===== config.mk =====
export PLATFORM = sky130hd
export DESIGN_NAME = dvp_rgb565_packer_flat
export DESIGN_NICKNAME = d
export VERILOG_FILES = /design/src/rtl/dvp_rgb565_packer_if.sv /design/src/rtl/dvp_rgb565_packer.sv /design/src/flat_wrapper.sv
export SDC_FILE = /design/constraint.sdc
export NUM_CORES = 1
export LEC_CHECK = 0
export ABC_AREA = 1
export BUFFER_PORTS_ARGS = -buffer_cell sky130_fd_sc_hd__buf_2
export CAP_MARGIN = 20
export CORE_ASPECT_RATIO = 1.1
export CORE_MARGIN = 2
export CORE_UTILIZATION = 40
export CTS_CLUSTER_DIAMETER = 80
export DETAILED_ROUTE_END_ITERATION = 7
export GPL_ROUTABILITY_DRIVEN = 0
export HOLD_SLACK_MARGIN = 0.08
export PLACE_DENSITY = 0.56
export SYNTH_ARGS = -nofsm -noshare
export SYNTH_HDL_FRONTEND = slang
export SYNTH_SLANG_ARGS = --single-unit
export TNS_END_PERCENT = 10

===== constraint.sdc =====
create_clock -name i_pixel_clock -period 2.82 [get_ports i_pixel_clock]
set_clock_uncertainty 0.1 [all_clocks]
set_input_delay 0.705 -clock i_pixel_clock [delete_from_list [all_inputs] [get_ports i_pixel_clock]]
set_output_delay 0.705 -clock i_pixel_clock [all_outputs]
set_load 0.01 [all_outputs]

===== src/rtl/dvp_rgb565_packer_if.sv =====
// Camera-side and DDR-write-side signals of the DVP RGB565 packer.
// master: the packer (samples camera pins, drives write port and status).
// slave : the surrounding system (drives camera pins, consumes write port).
interface dvp_rgb565_packer_if;
    logic        cam_vsync;
    logic        cam_href;
    logic [7:0]  cam_data;
    logic        wr_load;
    logic        wfifo_wren;
    logic [31:0] wfifo_din;
    logic        frame_done;
    logic        frame_err;
    logic [11:0] line_count;
    logic [7:0]  frame_count;

    modport master (
        input  cam_vsync, cam_href, cam_data,
        output wr_load, wfifo_wren, wfifo_din,
        output frame_done, frame_err, line_count, frame_count
    );

    modport slave (
        output cam_vsync, cam_href, cam_data,
        input  wr_load, wfifo_wren, wfifo_din,
        input  frame_done, frame_err, line_count, frame_count
    );
endinterface


===== src/rtl/dvp_rgb565_packer.sv =====
// DVP RGB565 byte stream -> 32-bit RGB888 words for the DDR write FIFO.
// Crops each frame to IMAGE_WIDTH x IMAGE_HEIGHT, issues the per-frame
// write-address reload pulse and reports line/frame status.
//
// state     | meaning
// ----------+-----------------------------------------------------------
// WAIT_SYNC | after reset; all data ignored until the first frame start
// LOAD      | wr_load high for LOAD_PULSE_LEN cycles; frame state cleared
// ACTIVE    | capturing lines; next frame start closes the frame
module dvp_rgb565_packer #(
    parameter int IMAGE_WIDTH     = 800,
    parameter int IMAGE_HEIGHT    = 480,
    parameter int VSYNC_POL       = 1,
    parameter int HIGH_BYTE_FIRST = 1,
    parameter int LOAD_PULSE_LEN  = 4
) (
    input  logic                       i_pixel_clock,
    input  logic                       i_reset,
    dvp_rgb565_packer_if.master        bus
);

    typedef enum logic [1:0] {
        WAIT_SYNC = 2'd0,
        LOAD      = 2'd1,
        ACTIVE    = 2'd2
    } state_t;

    localparam logic [11:0] W12       = IMAGE_WIDTH[11:0];
    localparam logic [11:0] H12       = IMAGE_HEIGHT[11:0];
    localparam logic [3:0]  LOAD_INIT = 4'(LOAD_PULSE_LEN - 1);
    localparam logic        VS_ACT    = VSYNC_POL[0];

    state_t      r_state;
    state_t      w_state_nxt;

    logic        r_vs_s1;
    logic        r_href_s1;
    logic [7:0]  r_data_s1;
    logic        r_vs_act_d;
    logic        r_href_d;

    logic [3:0]  r_load_cnt;
    logic        r_phase;
    logic [7:0]  r_byte0;
    logic [11:0] r_x;
    logic [11:0] r_line_cnt;
    logic        r_err;

    logic        r_pix_ok;
    logic [15:0] r_pix;

    logic        r_wren;
    logic [31:0] r_din;
    logic        r_frame_done;
    logic        r_frame_err;
    logic [7:0]  r_frame_count;

    logic        w_vs_act;
    logic        w_vs_start;
    logic        w_capture;
    logic        w_pix_form;
    logic        w_pix_keep;
    logic [15:0] w_pix16;

    // Frame start detect and capture qualifiers, all from registered inputs
    always_comb begin
        w_vs_act   = (r_vs_s1 == VS_ACT);
        w_vs_start = w_vs_act && !r_vs_act_d;
        // frame end wins over any byte arriving in the same cycle
        w_capture  = (r_state == ACTIVE) && !w_vs_start && r_href_s1;
        w_pix_form = w_capture && r_phase;
        w_pix16    = (HIGH_BYTE_FIRST != 0) ? {r_byte0, r_data_s1} : {r_data_s1, r_byte0};
        w_pix_keep = w_pix_form && (r_x < W12) && (r_line_cnt < H12);
    end

    // Next-state logic
    always_comb begin
        w_state_nxt = r_state;
        case (r_state)
            WAIT_SYNC: if (w_vs_start) w_state_nxt = LOAD;
            LOAD:      if (r_load_cnt == 4'd0) w_state_nxt = ACTIVE;
            ACTIVE:    if (w_vs_start) w_state_nxt = LOAD;
            default:   w_state_nxt = WAIT_SYNC;
        endcase
    end

    // State register
    always_ff @(posedge i_pixel_clock) begin
        if (i_reset) r_state <= WAIT_SYNC;
        else         r_state <= w_state_nxt;
    end

    // Input sampling, capture datapath, counters and status outputs
    always_ff @(posedge i_pixel_clock) begin
        if (i_reset) begin
            r_vs_s1       <= 1'b0;
            r_href_s1     <= 1'b0;
            r_data_s1     <= 8'd0;
            // treated as already active so a frame in progress at reset
            // release cannot produce a start edge
            r_vs_act_d    <= 1'b1;
            r_href_d      <= 1'b0;
            r_load_cnt    <= 4'd0;
            r_phase       <= 1'b0;
            r_byte0       <= 8'd0;
            r_x           <= 12'd0;
            r_line_cnt    <= 12'd0;
            r_err         <= 1'b0;
            r_pix_ok      <= 1'b0;
            r_pix         <= 16'd0;
            r_wren        <= 1'b0;
            r_din         <= 32'd0;
            r_frame_done  <= 1'b0;
            r_frame_err   <= 1'b0;
            r_frame_count <= 8'd0;
        end else begin
            r_vs_s1      <= bus.cam_vsync;
            r_href_s1    <= bus.cam_href;
            r_data_s1    <= bus.cam_data;
            r_vs_act_d   <= w_vs_act;
            r_href_d     <= r_href_s1;
            r_frame_done <= 1'b0;

            r_pix_ok <= w_pix_keep;
            if (w_pix_keep) r_pix <= w_pix16;
            r_wren <= r_pix_ok;
            if (r_pix_ok) begin
                r_din <= {8'h00,
                          r_pix[15:11], r_pix[15:13],
                          r_pix[10:5],  r_pix[10:9],
                          r_pix[4:0],   r_pix[4:2]};
            end

            if (w_state_nxt == LOAD && r_state != LOAD) begin
                r_load_cnt <= LOAD_INIT;
            end else if (r_state == LOAD && r_load_cnt != 4'd0) begin
                r_load_cnt <= r_load_cnt - 4'd1;
            end

            if (r_state == LOAD) begin
                r_line_cnt <= 12'd0;
                r_x        <= 12'd0;
                r_phase    <= 1'b0;
                r_err      <= 1'b0;
            end else if (r_state == ACTIVE) begin
                if (w_vs_start) begin
                    r_frame_done  <= 1'b1;
                    r_frame_err   <= r_err || (r_line_cnt != H12);
                    r_frame_count <= r_frame_count + 8'd1;
                end else if (r_href_s1) begin
                    r_phase <= ~r_phase;
                    if (!r_phase) begin
                        r_byte0 <= r_data_s1;
                    end else if (r_x != 12'hFFF) begin
                        r_x <= r_x + 12'd1;
                    end
                end else if (r_href_d) begin
                    if (r_x != 12'd0 && r_line_cnt != 12'hFFF) r_line_cnt <= r_line_cnt + 12'd1;
                    if (r_x != W12 || r_phase) r_err <= 1'b1;
                    r_x     <= 12'd0;
                    r_phase <= 1'b0;
                end
            end
        end
    end

    assign bus.wr_load     = (r_state == LOAD);
    assign bus.wfifo_wren  = r_wren;
    assign bus.wfifo_din   = r_din;
    assign bus.frame_done  = r_frame_done;
    assign bus.frame_err   = r_frame_err;
    assign bus.line_count  = r_line_cnt;
    assign bus.frame_count = r_frame_count;

endmodule


===== src/flat_wrapper.sv =====
// flat-port wrapper written by rule: the top's interface ports become plain ports
module dvp_rgb565_packer_flat 
#(
    parameter int IMAGE_WIDTH     = 800,
    parameter int IMAGE_HEIGHT    = 480,
    parameter int VSYNC_POL       = 1,
    parameter int HIGH_BYTE_FIRST = 1,
    parameter int LOAD_PULSE_LEN  = 4
)
  (i_pixel_clock, i_reset, bus_cam_vsync, bus_cam_href, bus_cam_data, bus_wr_load, bus_wfifo_wren, bus_wfifo_din, bus_frame_done, bus_frame_err, bus_line_count, bus_frame_count);
  dvp_rgb565_packer_if bus_i ();
  input  logic i_pixel_clock;
  input  logic i_reset;
  input wire logic [$bits(bus_i.cam_vsync)-1:0] bus_cam_vsync;
  input wire logic [$bits(bus_i.cam_href)-1:0] bus_cam_href;
  input wire logic [$bits(bus_i.cam_data)-1:0] bus_cam_data;
  output wire logic [$bits(bus_i.wr_load)-1:0] bus_wr_load;
  output wire logic [$bits(bus_i.wfifo_wren)-1:0] bus_wfifo_wren;
  output wire logic [$bits(bus_i.wfifo_din)-1:0] bus_wfifo_din;
  output wire logic [$bits(bus_i.frame_done)-1:0] bus_frame_done;
  output wire logic [$bits(bus_i.frame_err)-1:0] bus_frame_err;
  output wire logic [$bits(bus_i.line_count)-1:0] bus_line_count;
  output wire logic [$bits(bus_i.frame_count)-1:0] bus_frame_count;
  assign bus_i.cam_vsync = bus_cam_vsync;
  assign bus_i.cam_href = bus_cam_href;
  assign bus_i.cam_data = bus_cam_data;
  assign bus_wr_load = bus_i.wr_load;
  assign bus_wfifo_wren = bus_i.wfifo_wren;
  assign bus_wfifo_din = bus_i.wfifo_din;
  assign bus_frame_done = bus_i.frame_done;
  assign bus_frame_err = bus_i.frame_err;
  assign bus_line_count = bus_i.line_count;
  assign bus_frame_count = bus_i.frame_count;
  dvp_rgb565_packer #(.IMAGE_WIDTH(IMAGE_WIDTH), .IMAGE_HEIGHT(IMAGE_HEIGHT), .VSYNC_POL(VSYNC_POL), .HIGH_BYTE_FIRST(HIGH_BYTE_FIRST), .LOAD_PULSE_LEN(LOAD_PULSE_LEN)) u_core (.i_pixel_clock(i_pixel_clock), .i_reset(i_reset), .bus(bus_i));
endmodule

==> results.ini <==
[placement]
place_inst = 782
dp.final_hpwl_um = 6670
io_buffer_count = 59
preCtsSetupSlack_ps = 744

[timing]
slew_violations = 0
timing.fmax_ghz = 0.523
relSlewSlack = 0.667
rsz0062_at_grt = false
setup_tns_ps = 0
period_share = 0.678
tightest_slew_ps = 499
period_needed_ps = 1910
hold_violations = 0
setup_ws_ps = 909
setup_violations = 0

[global_route]
grtUsageTotal = 0.168
grt_pass1_vias = 3454
overflow = 0
antenna_found_initial = 0
grt_max_degree = 36
grt_pass1_wl_um = 15700

[critical_path]
crit_type = reg -> out
critPathArrivalTime_ps = 1110
crit_path_max_fanout = 6
end_kind = primary output
worst_setup_path_start_kind = flop
cp.required_ps = 2020
startpoint = u_core.r_state[0]
r2r_start = u_core.r_x[0]

[synth]
ys_warn_count = 0
synth_edf_count = 0
seq_area_frac_synth = 0.449
synth-seq-cells = 96
synthFlopType = dfxtp_1
syn-instance-count = 604
synth_area_per_cell_sq_um = 7.08
netlist_area_sq_um = 4280
ys_async_sr_fraction = 0
ys_types = 35

[cts]
postCtsHoldBufs = 0
post_cts_resized = 0
cts_root_buf = clkbuf_16
cts.sinks = 96
numCtsBuffers = 9
clkTransAtPathRegs_ps = 60
h-tree-depth = 3
cts_max_path_buffers = 2
worstSkewPairLatency_ps = 340
postCtsSetupBuffers = 0
cts_tree = yes

[die]
coreArea_sq_um = 10400
rows = 39
start_util = 0.412
io_pins = 68
die_x_um = 103
die_y_um = 112
dieArea_sq_um = 11500

[final_layout]
areaGrowthSynthToFinish_pct = 13.7
drive_above_1_share = 0.145
nets = 668
nFillCells = 1099
layout.area.seq_sq_um = 1920
n_antenna_cell = 0
multi_input_comb_area_sq_um = 1960
fin_cells = 796
final_core_util = 0.468

[routing]
wl_met2_um = 4640
dr_wl_met3_um = 231
drc = 0
avgRoutedWirePerCell_um = 11.7
vias = 3733
drt-vias-per-instance = 4.69
drt_wl_total_um = 9320
wl_met1_um = 4320
drt_iter0_markers = 174
highest_layer = met4
antenna_left = 0
drt-pass1-iter-count = 4

[run_status]
status = finished clean

[run]
cap_violations = 0

[power_and_ir_drop]
ir_drop_v = 0.000270
p_leak_nw = 2.14
totalPowerFinal_mw = 2.58
powerDensity_nw_per_um2 = 531

[worst_hold_path]
worstHoldStart = u_core.r_vs_s1
worst_hold_path_type = reg -> reg

==> layout by cell type, fill, tap and decap left out, drive strengths merged <==
| cell type | Yosys | layout |
|---|---|---|
| nand2 | 134 | 134 |
| nor2 | 127 | 127 |
| dfxtp | 96 | 96 |
| buf | 24 | 62 |
| inv | 55 | 55 |
| a21oi | 42 | 42 |
| o21ai | 42 | 42 |
| nand3 | 35 | 35 |
| clkbuf | 10 | 11 |
| nand4 | 10 | 10 |
| conb | 1 | 8 |
| ha | 6 | 6 |
| xor2 | 5 | 5 |
| xnor2 | 5 | 5 |
| clkinv | 2 | 5 |
| nor3 | 3 | 3 |
| nor3b | 2 | 2 |
| nand3b | 1 | 1 |
| o221ai | 1 | 1 |
| o31ai | 1 | 1 |
| or2 | 1 | 1 |
| and3 | 1 | 1 |
==> path summary, 6_finish.rpt <==
check | to | slack, ps | cells after the start
worst min register to register | u_core.r_vs_act_d | 350 | 2
worst min-delay path | u_core.r_vs_act_d | 350 | 2
worst max register to register | u_core.r_x[5] | 920 | 9
worst max-delay path | bus_wr_load | 910 | 3
==> sequential cells by signal, summed over array words and instances (netlist names), 2 cells and up <==
register and flops:
u_core.bus.frame_count 8, u_core.bus.line_count 12, u_core.bus.wfifo_din 16, u_core.r_byte0 8
u_core.r_data_s1 8, u_core.r_load_cnt 4, u_core.r_pix 16, u_core.r_state 2
u_core.r_x 12
==> critical path, stage by stage, from the launching register on <==
cell	delay (ps)
dfxtp_1	320
inv_2	50
nor2_2	210
buf_2	190
==> Yosys cell counts, types with 3 or more instances <==
cell type  number  area (sq um)
xnor2_1         5          43.8
nor2_2          5          31.3
dfxtp_1        96          1920
nand3_1        33           165
nor2_1        121           454
o21ai_0        39           195
buf_4          19           143
buf_2           3          15.0
nand2_1       131           492
a21oi_1        42           210
xor2_1          5          43.8
clkbuf_1       10          37.5
inv_2           4          15.0
inv_1          50           188
nand4_1        10          62.6
ha_1            6          75.1
==> report_power, final <==
group / switching, mW / internal [mW]
Combinational: 0.0587 / 0.0238
Sequential: 0.00915 / 1.37
Clock: 0.485 / 0.634
==> stage by stage <==
step / area, sq um / hold slack [ps]
CTS: 4860 / 355
detailed placement: 4590 / 346
global route: 4860 / 382
floorplan: 4300 / 317
global placement: 4590 / 341
finish: 4860 / 355
==> final cells by class <==
class                           instances  area share
Timing Repair Buffer                   62      0.0654
Sequential cell                        96       0.395
Multi-Input combinational cell        424       0.402
Clock buffer                           11      0.0520
Inverter                               57      0.0445
Clock inverter                          3     0.00386
Tap cell                              143      0.0368
==> logic make-up after synthesis <==
family / share of synthesized area
simple gates: 0.307
flops: 0.449
buf+inv: 0.0997
compound gates: 0.105
xor+xnor: 0.0205
fa+ha+maj: 0.0175
other cells: 0.000877
==> layer usage <==
| metal | track usage | up-vias |
|---|---|---|
| met4 | 0.0676 | 0 |
| met5 | 0 | - |
| li1 | - | 1981 |
| met1 | 0.208 | 1685 |
| met2 | 0.290 | 57 |
| met3 | 0.0224 | 10 |
Power figures use the tool's default switching activity.
